$ cat src/rtl/mii_rx_frame_receiver.sv
// MII receive front end: oversamples the RX pins in the system clock domain, strips preamble/SFD,
// assembles bytes, streams them with SOF/EOF markers and reports CRC/length/error status per frame.
module mii_rx_frame_receiver #(
  parameter int SYNC_STAGES          = 2,
  parameter int NIBBLE_ORDER         = 0,
  parameter int MIN_PREAMBLE_NIBBLES = 4,
  parameter int MIN_FRAME_BYTES      = 64,
  parameter int MAX_FRAME_BYTES      = 1522,
  parameter int CRC_CHECK            = 1,
  parameter int COUNTER_WIDTH        = 16
) (
  input  logic                     clock,
  input  logic                     reset,
  input  logic                     mii_rx_clock,
  input  logic                     mii_rx_data_valid,
  input  logic                     mii_rx_error,
  input  logic [3:0]               mii_rx_data,
  output logic                     out_valid,
  output logic [7:0]               out_data,
  output logic                     out_sof,
  output logic                     out_eof,
  output logic [4:0]               out_error_flags,
  output logic [15:0]              frame_length,
  output logic [COUNTER_WIDTH-1:0] frames_ok,
  output logic [COUNTER_WIDTH-1:0] frames_bad,
  output logic [1:0]               dbg_state
);

  localparam logic [1:0] S_IDLE = 2'd0;
  localparam logic [1:0] S_PRE  = 2'd1;
  localparam logic [1:0] S_DATA = 2'd2;
  localparam logic [1:0] S_DROP = 2'd3;

  localparam int          PC_W       = $clog2(MIN_PREAMBLE_NIBBLES + 1) + 1;
  localparam logic [31:0] CRC_INIT   = 32'hFFFF_FFFF;
  localparam logic [31:0] CRC_RESID  = 32'hDEBB_20E3;

  function automatic logic [31:0] crc_byte(input logic [31:0] c, input logic [7:0] b);
    logic [31:0] r;
    r = c ^ {24'd0, b};
    for (int i = 0; i < 8; i++) r = r[0] ? ((r >> 1) ^ 32'hEDB8_8320) : (r >> 1);
    return r;
  endfunction

  // Bit layout of each synchroniser stage: {clk, dv, er, data[3:0]}
  logic [6:0] sync_q [SYNC_STAGES];
  logic [6:0] sync_d [SYNC_STAGES];
  logic       clk_prev_q, clk_prev_d;

  logic [1:0]        state_q, state_d;
  logic [PC_W-1:0]   pre_cnt_q, pre_cnt_d;
  logic              armed_q, armed_d;
  logic              half_q, half_d;
  logic [3:0]        nib_q, nib_d;
  logic [7:0]        held_q, held_d;
  logic              have_held_q, have_held_d;
  logic              first_q, first_d;
  logic              rx_er_q, rx_er_d;
  logic [15:0]       len_q, len_d;
  logic [31:0]       crc_q, crc_d;

  logic                     out_valid_q, out_valid_d;
  logic [7:0]               out_data_q, out_data_d;
  logic                     out_sof_q, out_sof_d;
  logic                     out_eof_q, out_eof_d;
  logic [4:0]               flags_q, flags_d;
  logic [15:0]              frame_length_q, frame_length_d;
  logic [COUNTER_WIDTH-1:0] frames_ok_q, frames_ok_d;
  logic [COUNTER_WIDTH-1:0] frames_bad_q, frames_bad_d;

  logic       tick, s_dv, s_er;
  logic [3:0] s_nib;
  logic [7:0] new_byte;
  logic [4:0] eof_flags;

  always_comb begin
    sync_d[0] = {mii_rx_clock, mii_rx_data_valid, mii_rx_error, mii_rx_data};
    for (int i = 1; i < SYNC_STAGES; i++) sync_d[i] = sync_q[i-1];
  end

  assign clk_prev_d = sync_q[SYNC_STAGES-1][6];
  assign tick       = sync_q[SYNC_STAGES-1][6] & ~clk_prev_q;
  assign s_dv       = sync_q[SYNC_STAGES-1][5];
  assign s_er       = sync_q[SYNC_STAGES-1][4];
  assign s_nib      = sync_q[SYNC_STAGES-1][3:0];
  assign new_byte   = (NIBBLE_ORDER != 0) ? {nib_q, s_nib} : {s_nib, nib_q};

  assign eof_flags = {half_q,
                      int'(len_q) > MAX_FRAME_BYTES,
                      int'(len_q) < MIN_FRAME_BYTES,
                      rx_er_q,
                      (CRC_CHECK != 0) && (crc_q != CRC_RESID)};

  // out_valid is a one-cycle strobe with no back-pressure: out_data/out_sof/out_eof are meaningful
  // only while it is high; out_error_flags/frame_length only while out_valid && out_eof.
  always_comb begin
    state_d        = state_q;
    pre_cnt_d      = pre_cnt_q;
    armed_d        = armed_q;
    half_d         = half_q;
    nib_d          = nib_q;
    held_d         = held_q;
    have_held_d    = have_held_q;
    first_d        = first_q;
    rx_er_d        = rx_er_q;
    len_d          = len_q;
    crc_d          = crc_q;
    out_valid_d    = 1'b0;
    out_data_d     = 8'd0;
    out_sof_d      = 1'b0;
    out_eof_d      = 1'b0;
    flags_d        = 5'd0;
    frame_length_d = 16'd0;
    frames_ok_d    = frames_ok_q;
    frames_bad_d   = frames_bad_q;

    if (tick) begin
      // A frame may only start after dv=0 has been seen, so a reset inside a frame never parses its tail.
      if (!s_dv) armed_d = 1'b1;
      case (state_q)
        S_IDLE: begin
          if (s_dv) begin
            if (armed_q && s_nib == 4'h5) begin
              state_d   = S_PRE;
              pre_cnt_d = PC_W'(1);
            end else begin
              state_d = S_DROP;
            end
          end
        end
        S_PRE: begin
          if (!s_dv) begin
            state_d = S_IDLE;
          end else if (s_er) begin
            state_d = S_DROP;
          end else if (s_nib == 4'h5) begin
            if (pre_cnt_q < PC_W'(MIN_PREAMBLE_NIBBLES)) pre_cnt_d = pre_cnt_q + PC_W'(1);
          end else if (s_nib == 4'hD && pre_cnt_q >= PC_W'(MIN_PREAMBLE_NIBBLES)) begin
            state_d     = S_DATA;
            half_d      = 1'b0;
            have_held_d = 1'b0;
            first_d     = 1'b1;
            rx_er_d     = 1'b0;
            len_d       = 16'd0;
            crc_d       = CRC_INIT;
          end else begin
            state_d = S_DROP;
          end
        end
        S_DATA: begin
          if (!s_dv) begin
            state_d = S_IDLE;
            if (have_held_q) begin
              out_valid_d    = 1'b1;
              out_data_d     = held_q;
              out_sof_d      = first_q;
              out_eof_d      = 1'b1;
              flags_d        = eof_flags;
              frame_length_d = len_q;
            end
            if (have_held_q && eof_flags == 5'd0) frames_ok_d = frames_ok_q + COUNTER_WIDTH'(1);
            else frames_bad_d = frames_bad_q + COUNTER_WIDTH'(1);
          end else begin
            if (s_er) rx_er_d = 1'b1;
            if (!half_q) begin
              nib_d  = s_nib;
              half_d = 1'b1;
            end else begin
              half_d      = 1'b0;
              crc_d       = crc_byte(crc_q, new_byte);
              if (len_q != 16'hFFFF) len_d = len_q + 16'd1;
              held_d      = new_byte;
              have_held_d = 1'b1;
              if (have_held_q) begin
                out_valid_d = 1'b1;
                out_data_d  = held_q;
                out_sof_d   = first_q;
                first_d     = 1'b0;
              end
            end
          end
        end
        default: begin
          if (!s_dv) state_d = S_IDLE;
        end
      endcase
    end
  end

  always_ff @(posedge clock or negedge reset) begin
    if (!reset) begin
      for (int i = 0; i < SYNC_STAGES; i++) sync_q[i] <= 7'd0;
      clk_prev_q     <= 1'b0;
      state_q        <= S_IDLE;
      pre_cnt_q      <= '0;
      armed_q        <= 1'b0;
      half_q         <= 1'b0;
      nib_q          <= 4'd0;
      held_q         <= 8'd0;
      have_held_q    <= 1'b0;
      first_q        <= 1'b0;
      rx_er_q        <= 1'b0;
      len_q          <= 16'd0;
      crc_q          <= CRC_INIT;
      out_valid_q    <= 1'b0;
      out_data_q     <= 8'd0;
      out_sof_q      <= 1'b0;
      out_eof_q      <= 1'b0;
      flags_q        <= 5'd0;
      frame_length_q <= 16'd0;
      frames_ok_q    <= '0;
      frames_bad_q   <= '0;
    end else begin
      for (int i = 0; i < SYNC_STAGES; i++) sync_q[i] <= sync_d[i];
      clk_prev_q     <= clk_prev_d;
      state_q        <= state_d;
      pre_cnt_q      <= pre_cnt_d;
      armed_q        <= armed_d;
      half_q         <= half_d;
      nib_q          <= nib_d;
      held_q         <= held_d;
      have_held_q    <= have_held_d;
      first_q        <= first_d;
      rx_er_q        <= rx_er_d;
      len_q          <= len_d;
      crc_q          <= crc_d;
      out_valid_q    <= out_valid_d;
      out_data_q     <= out_data_d;
      out_sof_q      <= out_sof_d;
      out_eof_q      <= out_eof_d;
      flags_q        <= flags_d;
      frame_length_q <= frame_length_d;
      frames_ok_q    <= frames_ok_d;
      frames_bad_q   <= frames_bad_d;
    end
  end

  assign out_valid       = out_valid_q;
  assign out_data        = out_data_q;
  assign out_sof         = out_sof_q;
  assign out_eof         = out_eof_q;
  assign out_error_flags = flags_q;
  assign frame_length    = frame_length_q;
  assign frames_ok       = frames_ok_q;
  assign frames_bad      = frames_bad_q;
  assign dbg_state       = state_q;

endmodule

$ cat config.mk
export PLATFORM = sky130hd
export DESIGN_NAME = mii_rx_frame_receiver
export DESIGN_NICKNAME = d
export VERILOG_FILES = /design/src/rtl/mii_rx_frame_receiver.sv
export SDC_FILE = /design/constraint.sdc
export NUM_CORES = 1
export LEC_CHECK = 0
export BUFFER_PORTS_ARGS = -buffer_cell sky130_fd_sc_hd__buf_2
export CORE_MARGIN = 4
export CORE_UTILIZATION = 59
export DETAILED_ROUTE_END_ITERATION = 10
export GPL_TIMING_DRIVEN = 0
export PLACE_DENSITY = 0.92
export REMOVE_ABC_BUFFERS = 1
export SETUP_SLACK_MARGIN = 0.15
export SYNTH_ARGS = -nofsm -noshare
export SYNTH_HDL_FRONTEND = slang
export SYNTH_SLANG_ARGS = --single-unit
$ cat constraint.sdc
create_clock -name clock -period 3.2 [get_ports clock]
set_input_delay 0 -clock clock [delete_from_list [all_inputs] [get_ports clock]]
set_output_delay 0 -clock clock [all_outputs]
set_load 0.02 [all_outputs]
==> metrics.txt <==
# TYPE chip_impl_metric gauge
chip_impl_info{name="result_of_the_run",value="complete, no violations"} 1
chip_impl_metric{name="worst_ir_drop_vdd",unit="mV"} 0.7873
chip_impl_metric{name="worst_pin_slew",unit="ns"} 1.162
chip_impl_info{name="layout_commonest_cell",value="sky130_fd_sc_hd__dfrtp_1"} 1
chip_impl_metric{name="antenna-diode-count",unit=""} 0
chip_impl_metric{name="clock_sinks",unit=""} 150
chip_impl_metric{name="cts_buffer_depth",unit=""} 2
chip_impl_metric{name="timing.critical_path.buf_inv",unit=""} 0
chip_impl_metric{name="detailedPlacementHpwl",unit="mm"} 10.25
chip_impl_metric{name="crit_arrival",unit="ns"} 3.13
chip_impl_metric{name="synth-async-reset-ratio",unit=""} 1.000
chip_impl_metric{name="via_count",unit=""} 5241
chip_impl_metric{name="timing_max_transition_violations_final",unit=""} 0
chip_impl_metric{name="largest_net_degree_at_the_start_of_global_routing",unit=""} 83
chip_impl_metric{name="leakagePower",unit="nW"} 3.815
chip_impl_info{name="worstPathCellList",value="nand2b_1 > nor3_4 > nand4_4 > nor2_1 > mux2_2"} 1
chip_impl_info{name="cpMaxStageDelayCell",value="sky130_fd_sc_hd__nor3_4"} 1
chip_impl_metric{name="cts_setup_buffers",unit=""} 0
chip_impl_metric{name="first_pass_grt_wire_length",unit="mm"} 26.63
chip_impl_info{name="worst_setup_end_kind",value="flop"} 1
chip_impl_metric{name="max-slew-margin-rel",unit=""} 0.2195
chip_impl_info{name="startpoint_type",value="flop"} 1
chip_impl_metric{name="fmax",unit="MHz"} 353.8
chip_impl_metric{name="period_minus_slack",unit="ns"} 2.827
chip_impl_metric{name="yosys_register_bits",unit=""} 150
chip_impl_metric{name="cts-htree-levels",unit=""} 4
chip_impl_metric{name="initial_antenna_violation_count",unit=""} 0
chip_impl_metric{name="synth-edff-count",unit=""} 0
chip_impl_metric{name="io_buffer_count",unit=""} 74
chip_impl_metric{name="final_weighted_congestion_of_routability_driven_global_placement",unit=""} 0.9020
chip_impl_metric{name="detail_route.drc_violations",unit=""} 0
chip_impl_metric{name="final-hold-violation-count",unit=""} 0
chip_impl_metric{name="residual_overflow_from_global_routing",unit=""} 0
chip_impl_metric{name="floorplan.die.width",unit="microns"} 117.3
chip_impl_metric{name="post_drt_wl_per_cell",unit="microns"} 18.56
chip_impl_info{name="path_delay_family",value="simple AND/OR/NAND/NOR gates"} 1
chip_impl_info{name="critPathKind",value="flop to flop"} 1
chip_impl_info{name="cts_root_buf",value="sky130_fd_sc_hd__clkbuf_16"} 1
chip_impl_metric{name="dp.cells",unit=""} 814
chip_impl_metric{name="initial_core_util",unit=""} 0.6095
chip_impl_metric{name="critical_path.max_fanout",unit=""} 15
chip_impl_metric{name="nNetsFinal",unit=""} 713
chip_impl_info{name="unrepaired_setup_endpoints_after_global_routing",value="no"} 1
chip_impl_metric{name="synth-seq-area-share",unit=""} 0.5382
chip_impl_metric{name="multi_input_area",unit="sq mm"} 0.003148
chip_impl_metric{name="synth.avg_cell_area",unit="sq um"} 11.41
chip_impl_metric{name="yosysUniqueCellTypes",unit=""} 63
chip_impl_metric{name="cts-buffers-inserted",unit=""} 17
chip_impl_metric{name="clock_insertion_delay_worst_skew",unit="ns"} 0.43
chip_impl_info{name="layout.cells.most_common_list",value="118 x sky130_fd_sc_hd__dfrtp_1, 73 x sky130_fd_sc_hd__buf_2, 55 x sky130_fd_sc_hd__nor2_1"} 1
chip_impl_metric{name="detail_route.first_pass.iterations",unit=""} 8
chip_impl_metric{name="io_pins",unit=""} 75
chip_impl_metric{name="setup-violations-final",unit=""} 0
chip_impl_metric{name="die_outline_height",unit="microns"} 117.3
chip_impl_metric{name="num-fill-cells",unit=""} 762
chip_impl_metric{name="skew",unit="ns"} 0.008180
chip_impl_metric{name="synthCells",unit=""} 618
chip_impl_metric{name="ant_nets",unit=""} 0
chip_impl_metric{name="drt-initial-drc-count",unit=""} 699
chip_impl_metric{name="layout.area.seq",unit="sq mm"} 0.003794
chip_impl_metric{name="track_usage",unit=""} 0.2357
chip_impl_metric{name="ys.warnings.count",unit=""} 0
chip_impl_metric{name="design.core.area",unit="sq mm"} 0.01156
chip_impl_metric{name="utilization_after_layout",unit=""} 0.7109
chip_impl_metric{name="max_cap_violations",unit=""} 0
chip_impl_metric{name="power_per_cell_area",unit="mW/mm^2"} 1022
chip_impl_info{name="worstHoldPathType",value="input pin to asynchronous set/reset pin"} 1
chip_impl_info{name="dominantRegCellSynth",value="sky130_fd_sc_hd__dfrtp_1"} 1
chip_impl_metric{name="placed_area",unit="sq mm"} 0.007565
chip_impl_metric{name="die_footprint",unit="sq mm"} 0.01376
chip_impl_metric{name="worst_setup_hold_path_clk_slew",unit="ns"} 0.06
chip_impl_info{name="tritoncts",value="yes"} 1
chip_impl_metric{name="rows",unit=""} 39
chip_impl_metric{name="final_cell_area",unit="sq mm"} 0.008222
chip_impl_metric{name="routed_wl",unit="mm"} 15.87
chip_impl_metric{name="final_non_filler_cell_total",unit=""} 855
chip_impl_metric{name="drive_above_1_share",unit=""} 0.2626
chip_impl_metric{name="post_synth_instance_area",unit="sq mm"} 0.007049
chip_impl_metric{name="via_count_of_the_first_global_routing_pass",unit=""} 5316
chip_impl_metric{name="fin_crit_sh",unit=""} 0.8833
chip_impl_metric{name="syn2layout_area_growth",unit="%"} 16.63
chip_impl_metric{name="cp_slowest_stage_delay",unit="ns"} 0.68
chip_impl_metric{name="via_per_inst",unit=""} 6.130
chip_impl_metric{name="critical_path_required",unit="ns"} 3.51
==> synthesized netlist by cell type, types with 6 or more instances <==
| cell type | n | share of area |
|---|---|---|
| sky130_fd_sc_hd__dfrtp_1 | 118 | 0.42 |
| sky130_fd_sc_hd__nor2_1 | 55 | 0.029 |
| sky130_fd_sc_hd__xnor2_1 | 53 | 0.066 |
| sky130_fd_sc_hd__a21oi_1 | 46 | 0.033 |
| sky130_fd_sc_hd__xor2_1 | 36 | 0.045 |
| sky130_fd_sc_hd__dfstp_2 | 32 | 0.12 |
| sky130_fd_sc_hd__nand2_1 | 23 | 0.012 |
| sky130_fd_sc_hd__nand3_1 | 21 | 0.015 |
| sky130_fd_sc_hd__and3_1 | 20 | 0.018 |
| sky130_fd_sc_hd__o21ai_0 | 16 | 0.011 |
| sky130_fd_sc_hd__clkbuf_1 | 14 | 0.0075 |
| sky130_fd_sc_hd__mux2_2 | 14 | 0.022 |
| sky130_fd_sc_hd__and2_1 | 13 | 0.012 |
| sky130_fd_sc_hd__nand4_1 | 11 | 0.0098 |
| sky130_fd_sc_hd__nor3_2 | 11 | 0.016 |
| sky130_fd_sc_hd__or3_1 | 9 | 0.0080 |
| sky130_fd_sc_hd__inv_1 | 8 | 0.0043 |
| sky130_fd_sc_hd__nor3_1 | 8 | 0.0057 |
| sky130_fd_sc_hd__o2111ai_1 | 8 | 0.0099 |
| sky130_fd_sc_hd__buf_2 | 7 | 0.0050 |
| sky130_fd_sc_hd__o21ai_1 | 7 | 0.0050 |
| sky130_fd_sc_hd__nor4_1 | 6 | 0.0053 |
==> stage by stage <==
stage | worst slack [ns] | setup TNS (ns) | power [mW] | hold slack [ns]
final | 0.3734 | 0 | 8.405 | 0.1463
after global placement | -1.621 | -75.55 | 6.224 | 0.1077
after global routing | 0.1857 | 0 | 8.833 | 0.2004
after detailed placement | -0.2096 | -0.3015 | 6.393 | 0.04593
after floorplan | -0.4758 | -10.72 | 5.645 | -0.2956
after CTS | 0.2655 | 0 | 8.384 | 0.1611
==> area by class of cell <==
| cell class | count | share of cell area |
|---|---|---|
| Sequential cell | 150 | 0.4614 |
| Timing Repair Buffer | 85 | 0.06209 |
| Tap cell | 143 | 0.02176 |
| Multi-Input combinational cell | 437 | 0.3829 |
| Clock buffer | 17 | 0.05174 |
| Clock inverter | 15 | 0.01644 |
| Inverter | 8 | 0.003652 |
==> repair_timing <==
| item | in CTS | in global routing |
|---|---|---|
| resized for setup | 1 | 0 |
| hold buffers | 8 | 0 |
| hold endpoints to repair | 75 | 0 |
| setup endpoints to repair | 16 | 3 |
| pin swaps | 0 | 1 |
| cloned | 0 | 1 |
==> final timing paths <==
kind,from,slack (ns),to,cells past startpoint
max in group asynchronous,reset,2.22,crc_q[19],3
worst max-delay path,dbg_state[0],0.37,frames_ok[1],5
worst max register to register,dbg_state[0],0.37,frames_ok[1],5
worst min-delay path,reset,0.15,sync_d[3],2
min in group clock,mii_rx_data[0],0.21,sync_d[0],2
worst min register to register,sync_d[0],0.35,new_byte[4],0
==> metal layers <==
metal  share of wire  wire, microns  track usage
met5               0              0            0
met1            0.40           6405       0.2972
met2            0.51           8111       0.3967
met4           0.019            304      0.07845
met3           0.066           1046      0.06400
==> worst register-to-register path, cell delays in order (launching register included) <==
cell                       delay (ns)
sky130_fd_sc_hd__dfrtp_1         0.52
sky130_fd_sc_hd__nand2b_1        0.42
sky130_fd_sc_hd__nor3_4          0.68
sky130_fd_sc_hd__nand4_4         0.43
sky130_fd_sc_hd__nor2_1          0.30
sky130_fd_sc_hd__mux2_2          0.36
==> logic make-up (layout without fill, tap and decap cells) <==
kind of cell,after synthesis,count (layout),synth area share
and+or+nand+nor,215,216,0.1814
DFF,150,150,0.5382
AOI/OAI and AO/OA,100,100,0.08467
xor gates and xnor gates,100,100,0.1413
buffers and inverters,32,125,0.02041
muxes,16,16,0.02520
adders and majority gates,5,5,0.008875
==> where the power goes <==
part	leakage (nW)	switching, mW	internal, mW	total, mW
Clock	0.276	0.859	1.02	1.88
Sequential	1.91	0.411	2.39	2.80
Combinational	1.62	1.93	1.79	3.72
Total	3.81	3.20	5.20	8.40
==> registers in the layout, indices dropped and copies added (netlist names), 4 cells and up <==
signal and count:
pre_cnt_q 4, frames_bad 16, nib_q 4, len_q 16, out_error_flags 5, new_byte 4, frames_ok 16, frame_length 16
crc_q 32, out_data 8, held_q 8, sync_d 7
No activity file was read; power rests on OpenSTA's default activity.
